[config.mk]
export PLATFORM = sky130hd
export DESIGN_NAME = uart_rx
export DESIGN_NICKNAME = d
export VERILOG_FILES = /design/src/rtl/uart_rx.sv
export SDC_FILE = /design/constraint.sdc
export NUM_CORES = 1
export LEC_CHECK = 0
export CAP_MARGIN = 10
export CORE_ASPECT_RATIO = 0.5
export CORE_MARGIN = 3
export CORE_UTILIZATION = 57
export CTS_BUF_LIST = sky130_fd_sc_hd__clkbuf_16
export DETAILED_ROUTE_END_ITERATION = 10
export PLACE_DENSITY = 0.77
export SYNTH_ARGS = -nofsm -noshare
export SYNTH_HDL_FRONTEND = slang
export SYNTH_SLANG_ARGS = --single-unit
[constraint.sdc]
create_clock -name clk -period 5.8 [get_ports clk]
set_input_delay 0.58 -clock clk [delete_from_list [all_inputs] [get_ports clk]]
set_output_delay 0.58 -clock clk [all_outputs]
set_load 0.1 [all_outputs]
[src/rtl/uart_rx.sv]
// uart_rx: 8N1 UART receiver, LSB first, mid-bit sampling.
// Ports: clk, resetn (sync, active-low), rx_i (async serial line, idles high),
//        e_o (byte strobe), d_o (last good byte), frame_err_o (bad stop
//        bit strobe), busy_o (frame in progress).
module uart_rx #(
    parameter int CLKS_PER_BIT = 868
) (
    input  logic       clk,
    input  logic       resetn,
    input  logic       rx_i,
    output logic       e_o,
    output logic [7:0] d_o,
    output logic       frame_err_o,
    output logic       busy_o
);

    localparam int TW = $clog2(CLKS_PER_BIT) + 1;
    localparam logic [TW-1:0] FULL = TW'(CLKS_PER_BIT);
    localparam logic [TW-1:0] HALF = TW'(CLKS_PER_BIT / 2);
    localparam logic [TW-1:0] ONE  = TW'(1);
    localparam logic [TW-1:0] ZERO = '0;

    typedef enum logic [2:0] {
        S_IDLE,
        S_START,
        S_DATA,
        S_STOP,
        S_BREAK
    } state_t;

    logic          rx_meta_q;
    logic          rx_s_q;
    state_t        state_q;
    logic [TW-1:0] timer_q;
    logic [2:0]    bit_idx_q;
    logic [7:0]    shift_q;
    logic [7:0]    d_q;
    logic          e_q;
    logic          ferr_q;
    logic          tick;

    // Sample event: the cycle the down-counter reaches 1.
    assign tick = (timer_q == ONE);

    always_ff @(posedge clk) begin
        if (!resetn) begin
            rx_meta_q <= 1'b1;
            rx_s_q    <= 1'b1;
            state_q   <= S_IDLE;
            timer_q   <= ZERO;
            bit_idx_q <= 3'd0;
            shift_q   <= 8'h00;
            d_q       <= 8'h00;
            e_q       <= 1'b0;
            ferr_q    <= 1'b0;
        end else begin
            rx_meta_q <= rx_i;
            rx_s_q    <= rx_meta_q;
            e_q       <= 1'b0;
            ferr_q    <= 1'b0;

            // Free-running reload; state-specific loads below override it.
            if (tick)
                timer_q <= FULL;
            else if (timer_q != ZERO)
                timer_q <= timer_q - ONE;

            case (state_q)
                S_IDLE: begin
                    if (!rx_s_q) begin
                        state_q <= S_START;
                        timer_q <= HALF;
                    end
                end
                S_START: begin
                    if (tick) begin
                        if (!rx_s_q) begin
                            state_q   <= S_DATA;
                            bit_idx_q <= 3'd0;
                        end else begin
                            state_q <= S_IDLE;
                        end
                    end
                end
                S_DATA: begin
                    if (tick) begin
                        shift_q[bit_idx_q] <= rx_s_q;
                        bit_idx_q          <= bit_idx_q + 3'd1;
                        if (bit_idx_q == 3'd7)
                            state_q <= S_STOP;
                    end
                end
                S_STOP: begin
                    // Leave at mid-stop so a following start edge is not missed.
                    if (tick) begin
                        if (rx_s_q) begin
                            e_q     <= 1'b1;
                            d_q     <= shift_q;
                            state_q <= S_IDLE;
                        end else begin
                            ferr_q  <= 1'b1;
                            state_q <= S_BREAK;
                        end
                    end
                end
                S_BREAK: begin
                    if (rx_s_q)
                        state_q <= S_IDLE;
                end
                default: state_q <= S_IDLE;
            endcase
        end
    end

    assign e_o         = e_q;
    assign d_o         = d_q;
    assign frame_err_o = ferr_q;
    assign busy_o      = (state_q != S_IDLE);

endmodule

==> results of run 1 <==
## layout make-up
cell class	instances	share of cell area, %
Sequential cell	37	35.1
Multi-Input combinational cell	136	46.8
Clock inverter	3	2.20
Timing Repair Buffer	16	7.24
Clock buffer	5	5.93
Inverter	3	0.534
Tap cell	37	2.20
## critical path: stages, from the launching register on
cell	delay, ns
dfxtp_1	0.49
or3_1	0.15
clkdlybuf4s50_1	1.13
## registers in the layout, indices dropped and copies added (netlist names)
name         count
rx_meta_q        1
d_o              8
shift_q          8
timer_q         11
e_o              1
bit_idx_q        3
frame_err_o      1
state_q          3
rx_s_q           1
## where the power goes
group	internal [mW]	leakage (nW)	switching, mW
Clock	0.203	0.0800	0.108
Sequential	0.283	0.301	0.0350
Combinational	0.107	0.391	0.146
## path summary, 6_finish.rpt
check | cells after the start | to | slack (ns)
max | 2 | busy_o | 3.17
min | 1 | rx_s_q | 0.42
max reg2reg | 6 | shift_q[2] | 3.48
min reg2reg | 1 | rx_s_q | 0.42
## per-stage QoR
step	hold WS [ns]	power, mW	cell area, um^2	setup slack, ns
after floorplan	0.386	0.520	1770	3.88
after global placement	0.421	0.564	1940	3.50
after detailed placement	0.413	0.571	1940	3.48
after CTS	0.426	0.883	2110	3.18
after global routing	0.436	0.930	2110	3.12
final	0.420	0.882	2110	3.17
## cells by family after synthesis
kind of cell	count (synthesis)	synth area share, %
buffers and inverters	11	3.03
DFF	37	41.7
AOI/OAI and AO/OA	27	10.3
muxes	18	10.2
and+or+nand+nor	82	29.3
adders and majority gates	5	3.53
xor gates and xnor gates	4	1.97
## metal layers
| layer | GRT usage [%] | vias to the layer above | share of wire (%) |
|---|---|---|---|
| met3 | 7.04 | 11 | 5.2 |
| met4 | 9.15 | 0 | 2.2 |
| met1 | 26.7 | 664 | 47 |
| met2 | 34.7 | 37 | 45 |
| li1 | - | 706 | - |
| met5 | 0 | - | 0 |
## placed cells by master, fill, tap and decap left out, drive strengths merged, types with 2 or more instances in the layout
cell / netlist / final
nand3: 3 / 3
o211ai: 2 / 2
ha: 5 / 5
mux2i: 18 / 18
nor2: 7 / 7
clkdlybuf4s50: 0 / 13
nor4: 6 / 6
or4: 2 / 2
or3b: 3 / 3
and4bb: 2 / 2
buf: 3 / 3
nand4: 3 / 3
a31oi: 4 / 4
nand2: 14 / 14
o31a: 3 / 3
o21ai: 6 / 6
a211oi: 2 / 2
or3: 4 / 4
nor3b: 6 / 6
nand3b: 2 / 2
nand2b: 7 / 7
nor2b: 10 / 10
nand4b: 5 / 5
xnor2: 4 / 4
dfxtp: 37 / 37
inv: 3 / 3
nor3: 5 / 5
a21boi: 5 / 5
clkbuf: 5 / 5
## synthesized netlist by cell type (4+ instances only)
master    instances
dfxtp_1          37
mux2i_1          18
nand2_1          14
nor2b_1          10
nand2b_1          7
nor2_1            7
nor3b_1           6
o21ai_0           6
clkbuf_1          5
ha_1              5
nand4b_1          5
nor4_1            5
a21boi_1          4
a31oi_1           4
nor3_1            4
or3_1             4
xnor2_1           4
==> flow_summary.ini, run 1 <==
[synth]
post_synth_inst_count = 184
yosys_most_used_dff = dfxtp_1
netlist_cell_types = 41
synth_largest_type_area_fraction_pct = 41.7
synth_area_um2 = 1770
async_flop_share_pct = 0
syn_area_per_cell_um2 = 9.64
ys.warnings.count = 0
yosys_register_bits = 37
synth_edf_count = 0
synthDominantAreaCellType = dfxtp_1
synth_sequential_area_ratio_pct = 41.7
synthesis.nets = 192
yosys-top-cells-area = dfxtp_1, mux2i_1, ha_1

[timing]
setup_repair_after_global_routing_missed_its_margin = false
slew_viol_final = 0
highest_clock_frequency_the_design_can_meet_ghz = 0.381
slew_headroom_pct = 35.1
fin_tns_setup_ns = 0
final_period_minus_worst_setup_slack_ns = 2.63
crit_share_post_route_pct = 45.3
finalClockSkew_ns = 0.00585
setup_viol_count_final = 0
report.final.hold_viol_count = 0
worst_slew_pin_slew_ns = 0.971

[floorplan]
rows = 13
io_pins = 14
core_area_um2 = 2780
die_h_um = 45.5
floorplan.initialDensity_pct = 63.8
die_boundary_width_um = 84.9
floorplan.die_area_um2 = 3860

[clocking]
postCtsResizedCells = 0
clk_pin_slew_worst_paths_ns = 0.06
cts_hold_buf = 0
clock_tree.root_cell = clkbuf_16
tritoncts_clock_tree = yes
post-cts-setup-buffers = 0
clock_insertion_delay_worst_skew_ns = 0.28
cts_inserted_buffers = 5
h-tree-depth = 2
max-clock-path-buffers = 2
clock_sinks = 37

[placement]
dp_cells = 229
port_buffers = 13
gp_congestion = 0.877
dpl_hpwl_um = 2360

[finish]
fillers = 203
fraction_of_final_layout_cells_with_drive_strength_greater_than_1_pct = 9.00
final-seq-area_um2 = 741
final_net_count = 207
synth_to_layout_area_growth_pct = 18.8
final_util_pct = 75.8
antenna_cells = 0
multiInputGateArea_um2 = 986
final_cell_count_no_fill = 237

[power_and_ir_drop]
ir_worst_vdd_v = 0.000317
static_leakage_nw = 0.772
power_per_cell_area_nw_per_um2 = 418

[routing]
vias = 1418
drc = 0
initialDrtViolationCount = 30
antenna_violating_nets_post_route = 0
drt-pass1-iter-count = 5
vias_per_cell = 5.98
route.detailed.wl_per_inst_um = 15.1
route.final.wire_length_um = 3580

[worst_setup_path]
worst_ep_arrival_time_ns = 2.05
critical_path_required_ns = 5.22
timing.critical_path.to_type = primary output
cp_max_fo = 11
critPathLaunch = state_q[1]
critical_path_class = register to primary output
worstReg2RegStart = timer_q[1]
startpoint_type = register

[global_routing]
number_of_antenna_violations_at_the_first_check_in_global_routing = 0
grt_first_pass_wirelength_um = 6400
grt_pass1_vias = 1409
global_route.overflow_total = 0
largest_net_degree_at_the_start_of_global_routing = 36
grtUsageTotal_pct = 21.3

[worst_hold_path]
holdCritStartpoint = rx_meta_q
class_of_the_worst_hold_path = register to register

[run_status]
status = finished clean

[job]
max_cap_viol_count = 0
No activity file was read; power rests on OpenSTA's default activity.
==> inputs of run 2 (changes only) <==
--- a/config.mk
+++ b/config.mk
@@ -8,10 +8,10 @@
 export CAP_MARGIN = 10
 export CORE_ASPECT_RATIO = 0.5
 export CORE_MARGIN = 3
-export CORE_UTILIZATION = 57
+export CORE_UTILIZATION = 51
 export CTS_BUF_LIST = sky130_fd_sc_hd__clkbuf_16
 export DETAILED_ROUTE_END_ITERATION = 10
-export PLACE_DENSITY = 0.77
+export PLACE_DENSITY = 0.73
 export SYNTH_ARGS = -nofsm -noshare
 export SYNTH_HDL_FRONTEND = slang
 export SYNTH_SLANG_ARGS = --single-unit
==> constraint.sdc (replaced) <==
create_clock -name clk -period 2.15 [get_ports clk]
set_input_delay 0.215 -clock clk [delete_from_list [all_inputs] [get_ports clk]]
set_output_delay 0.215 -clock clk [all_outputs]
set_load 0.1 [all_outputs]
==> run 2 against run 1 <==
Against the previous run:
- critical path type is now register to register
- routed wire length up 5.5%
- first-iteration DRC count up 10%
- global-route usage down 2.5 points
- clock skew down 0.0034 ns
- largest cell class unchanged
- via count up 1.6%
- sequential share of layout area down 0.93 points
- hold slack worse by 0.011 ns
==> flow_summary.ini, run 2 (same netlist as run 1, synthesis figures left out) <==
[timing]
setup_viol_count_final = 0
final_period_minus_worst_setup_slack_ns = 2.05
report.final.hold_viol_count = 0
highest_clock_frequency_the_design_can_meet_ghz = 0.487
setup_repair_after_global_routing_missed_its_margin = false
slew_headroom_pct = 63.6
slew_viol_final = 0
worst_slew_pin_slew_ns = 0.542
crit_share_post_route_pct = 95.5
finalClockSkew_ns = 0.00250

[clocking]
tritoncts_clock_tree = yes
cts_hold_buf = 0
clock_tree.root_cell = clkbuf_16
clock_sinks = 37
cts_inserted_buffers = 5
h-tree-depth = 2
max-clock-path-buffers = 2
clock_insertion_delay_worst_skew_ns = 0.28
clk_pin_slew_worst_paths_ns = 0.06

[routing]
vias_per_cell = 5.78
route.final.wire_length_um = 3780
antenna_violating_nets_post_route = 0
vias = 1440
route.detailed.wl_per_inst_um = 15.2
drt-pass1-iter-count = 4
initialDrtViolationCount = 33
drc = 0

[floorplan]
floorplan.die_area_um2 = 4270
floorplan.initialDensity_pct = 56.3
core_area_um2 = 3150
die_boundary_width_um = 89.4
rows = 14
io_pins = 14
die_h_um = 47.7

[worst_setup_path]
critical_path_class = register to register
worst_ep_arrival_time_ns = 2.26
timing.critical_path.max_delay_family = simple AND/OR/NAND/NOR gates
cp_max_fo = 9
critical_path.cell_chain = ha_1, or3b_4, nor4_4, buf_4, and4bb_1, mux2i_1
startpoint_type = register
crit_path_top_delay_cell = or3b_4
timing.critical_path.buf_inv = 1
timing.critical_path.to_type = register
critical_path_required_ns = 2.35
worst_path_largest_cell_delay_ns = 0.45

[run_status]
status = finished clean

[finish]
finalInstanceArea_um2 = 2170
most_used_cells_in_the_layout_excluding_fill_and_tap_cells = dfxtp_1, buf_4, mux2i_1
final-seq-area_um2 = 741
largest_register_ffs = 11
synth_to_layout_area_growth_pct = 22.1
max_flop_register = timer_q
fraction_of_final_layout_cells_with_drive_strength_greater_than_1_pct = 18.2
final_util_pct = 68.7
fillers = 259
multiInputGateArea_um2 = 1000
layout_commonest_cell = dfxtp_1
antenna_cells = 0
final_net_count = 216

[global_routing]
grt_first_pass_wirelength_um = 6030
number_of_antenna_violations_at_the_first_check_in_global_routing = 0
largest_net_degree_at_the_start_of_global_routing = 15
grtUsageTotal_pct = 18.8
grt_pass1_vias = 1282
global_route.overflow_total = 0

[power_and_ir_drop]
pwr-share-comb_pct = 31.7
internal_mw = 1.67
power.switching_mw = 0.794
seqPwrFrac_pct = 35.0
ir_worst_vdd_v = 0.000728
static_leakage_nw = 0.841
swShare_pct = 32.2
clock_power_share_pct = 33.3
power_per_cell_area_nw_per_um2 = 1140

[placement]
port_buffers = 13
dpl-instance-area_um2 = 1970
dpl_hpwl_um = 2340
gp_congestion = 0.910

[worst_hold_path]
class_of_the_worst_hold_path = register to register

[job]
max_cap_viol_count = 0
run 2: per-stage QoR:
step	std cells	setup slack, ns	hold slack [ns]	TNS [ns]	total power [mW]
2_1_floorplan	184	0.230	0.316	0	1.40
3_3_place_gp	239	0.0465	0.388	0	1.59
3_5_place_dp	239	-0.0289	0.393	-0.0372	1.60
4_1_cts	247	0.0289	0.408	0	2.43
5_1_grt	249	0.0239	0.439	0	2.60
6_report	249	0.0962	0.409	0	2.46
run 2: cell type report:
cell class / count / area share (%)
Clock buffer: 5 / 5.78
Clock inverter: 3 / 1.91
Inverter: 3 / 0.520
Multi-Input combinational cell: 136 / 46.2
Sequential cell: 37 / 34.2
Tap cell: 40 / 2.31
Timing Repair Buffer: 25 / 9.07
run 2: timing repair:
item / in CTS / in global routing
pin swaps: 1 / 2
setup endpoints to repair: 3 / 13
resized for setup: 0 / 4
cloned: 0 / 1
setup buffers: 0 / 1
run 2: path summary, 6_finish.rpt:
| kind | startpoint | end | slack [ns] | depth (start not counted) |
|---|---|---|---|---|
| worst max-delay path | timer_q[0] | shift_q[2] | 0.1 | 6 |
| worst min-delay path | rx_meta_q | rx_s_q | 0.41 | 1 |
| worst min register to register | rx_meta_q | rx_s_q | 0.41 | 1 |
| worst max register to register | timer_q[0] | shift_q[2] | 0.1 | 6 |
run 2: metal layers:
metal  wire [um]  vias up  GRT usage (%)
li1            -      720              -
met1        1810      689           24.3
met2        1790       26           31.8
met3         149        5           5.67
met4          31        0           4.45
met5           0        -              0
run 2: power by group through the flow:
stage	combinational, mW	sequential, mW	clock (mW)
5_1_grt	0.871	0.872	0.854
6_report	0.781	0.862	0.820
3_3_place_gp	0.721	0.866	0
4_1_cts	0.741	0.855	0.833
3_5_place_dp	0.730	0.868	0
2_1_floorplan	0.557	0.846	0
==> inputs of run 3 (changes only) <==
--- a/config.mk
+++ b/config.mk
@@ -12,6 +12,7 @@
 export CTS_BUF_LIST = sky130_fd_sc_hd__clkbuf_16
 export DETAILED_ROUTE_END_ITERATION = 10
 export PLACE_DENSITY = 0.73
+export RECOVER_POWER = 50
 export SYNTH_ARGS = -nofsm -noshare
 export SYNTH_HDL_FRONTEND = slang
 export SYNTH_SLANG_ARGS = --single-unit
==> run 3 against run 2 <==
Against the previous run:
- combinational power fell by 3.1%
- sequential power about the same
- critical endpoint unchanged
- largest cell class unchanged
- maximum frequency grew 0.30%
- first-iteration DRC count shrank 3.0%
==> flow_summary.ini, run 3 (same netlist as run 1, synthesis figures left out) <==
[worst_setup_path]
worst_ep_arrival_time_ns = 2.25
cp_max_fo = 9
startpoint_type = register
critPathLaunch = timer_q[0]
critical_path_class = register to register
worstReg2RegStart = timer_q[0]
timing.critical_path.to_type = register
critical_path_required_ns = 2.35

[power_and_ir_drop]
internal_mw = 1.65
power_per_cell_area_nw_per_um2 = 1160
power_mw = 2.44
seqPwrFrac_pct = 35.3
clock_power_share_pct = 33.6
pwr-share-comb_pct = 31.1
static_leakage_nw = 0.789
ir_worst_vdd_v = 0.000722
power.switching_mw = 0.787
swShare_pct = 32.3

[floorplan]
rows = 14
io_pins = 14
floorplan.die_area_um2 = 4270
floorplan.initialDensity_pct = 56.3
die_h_um = 47.7
die_boundary_width_um = 89.4
core_area_um2 = 3150

[placement]
gp_congestion = 0.910
port_buffers = 13
dpl_hpwl_um = 2340
worst_slack_after_detailed_placement_ns = -0.0289

[clocking]
h-tree-depth = 2
clock_sinks = 37
clock_insertion_delay_worst_skew_ns = 0.28
clk_pin_slew_worst_paths_ns = 0.06
cts_inserted_buffers = 5
clock_tree.root_cell = clkbuf_16
cts_hold_buf = 0
max-clock-path-buffers = 2
tritoncts_clock_tree = yes

[routing]
vias_per_cell = 5.68
route.final.wire_length_um = 3780
vias = 1414
antenna_violating_nets_post_route = 0
route.detailed.wl_per_inst_um = 15.2
drc = 0
initialDrtViolationCount = 32
drt-pass1-iter-count = 4

[timing]
timing.hold.ws_ns = 0.409
final_critical_path_setup_slack_ns = 0.102
report.final.hold_viol_count = 0
finalClockSkew_ns = 0.00252
highest_clock_frequency_the_design_can_meet_ghz = 0.488
worst_slew_pin_slew_ns = 1.18
slew_viol_final = 0
crit_share_post_route_pct = 95.2
final_period_minus_worst_setup_slack_ns = 2.05
fin_tns_setup_ns = 0
slew_headroom_pct = 21.7
setup_viol_count_final = 0
setup_repair_after_global_routing_missed_its_margin = false

[finish]
fraction_of_final_layout_cells_with_drive_strength_greater_than_1_pct = 12.0
synth_to_layout_area_growth_pct = 19.0
fillers = 267
max_flop_register = timer_q
antenna_cells = 0
layout_commonest_cell = dfxtp_1
final_net_count = 216
most_used_cells_in_the_layout_excluding_fill_and_tap_cells = dfxtp_1, mux2i_1, nand2_1
largest_register_ffs = 11

[worst_hold_path]
holdCritStartpoint = rx_meta_q
class_of_the_worst_hold_path = register to register

[global_routing]
number_of_antenna_violations_at_the_first_check_in_global_routing = 0
largest_net_degree_at_the_start_of_global_routing = 15
grtUsageTotal_pct = 18.8
grt_first_pass_wirelength_um = 6030
grt_pass1_vias = 1282
global_route.overflow_total = 0

[run_status]
status = finished clean

[job]
max_cap_viol_count = 0
==> run 3: cell types whose count changed in the layout (fill, tap and decap cells not counted) <==
cell | before | now
buf_4 | 22 | 8
clkbuf_1 | 0 | 12
clkbuf_2 | 0 | 2
clkdlybuf4s50_1 | 2 | 1
dlygate4sd3_1 | 0 | 1
nor3_1 | 4 | 5
nor3_2 | 1 | 0
==> run 3: metrics by stage <==
stage,std cells,utilization (%),area [um^2]
2_1_floorplan,184,-,1770
4_1_cts,247,67.6,2130
3_3_place_gp,239,62.3,1970
3_5_place_dp,239,62.3,1970
6_report,249,66.9,2110
5_1_grt,249,66.9,2110
==> run 3: final timing paths <==
kind	to	slack [ns]	depth (start not counted)
worst min-delay path	rx_s_q	0.41	1
worst min register to register	rx_s_q	0.41	1
worst max register to register	shift_q[2]	0.10	6
worst max-delay path	shift_q[2]	0.10	6
==> run 3: repair_timing <==
action | in CTS | in global routing
setup buffers | 0 | 1
gates resized for setup | 0 | 4
pin swaps | 1 | 2
setup endpoints to repair | 3 | 13
gates cloned | 0 | 1
==> run 3: layout make-up <==
class	instances	area, um^2	share of cell area [%]
clock buffer	5	125	5.93
inverter	3	11.3	0.533
timing repair buffer	25	146	6.94
multi-input combinational	136	996	47.2
tap	40	50.0	2.37
sequential	37	741	35.1
clock inverter	3	41.3	1.96
==> run 3: worst max-delay path, stage by stage (launching register included) <==
cell,delay [ns]
dfxtp_1,0.40
ha_1,0.23
or3b_4,0.44
nor4_4,0.28
buf_4,0.20
and4bb_1,0.23
mux2i_1,0.19
==> run 3: power by group through the flow <==
stage / Sequential [mW] / Clock (mW) / Combinational (mW)
global route: 0.872 / 0.854 / 0.848
finish: 0.861 / 0.821 / 0.757
CTS: 0.855 / 0.833 / 0.741
global placement: 0.866 / 0 / 0.721
floorplan: 0.846 / 0 / 0.557
detailed placement: 0.868 / 0 / 0.730
==> run 3: routing by layer <==
layer  up-vias  GRT usage, %  share of wire (%)
li1        719             -                  -
met2        21          31.8                 47
met5         -             0                  0
met3         3          5.67                4.2
met4         0          4.45               0.64
met1       671          24.3                 48
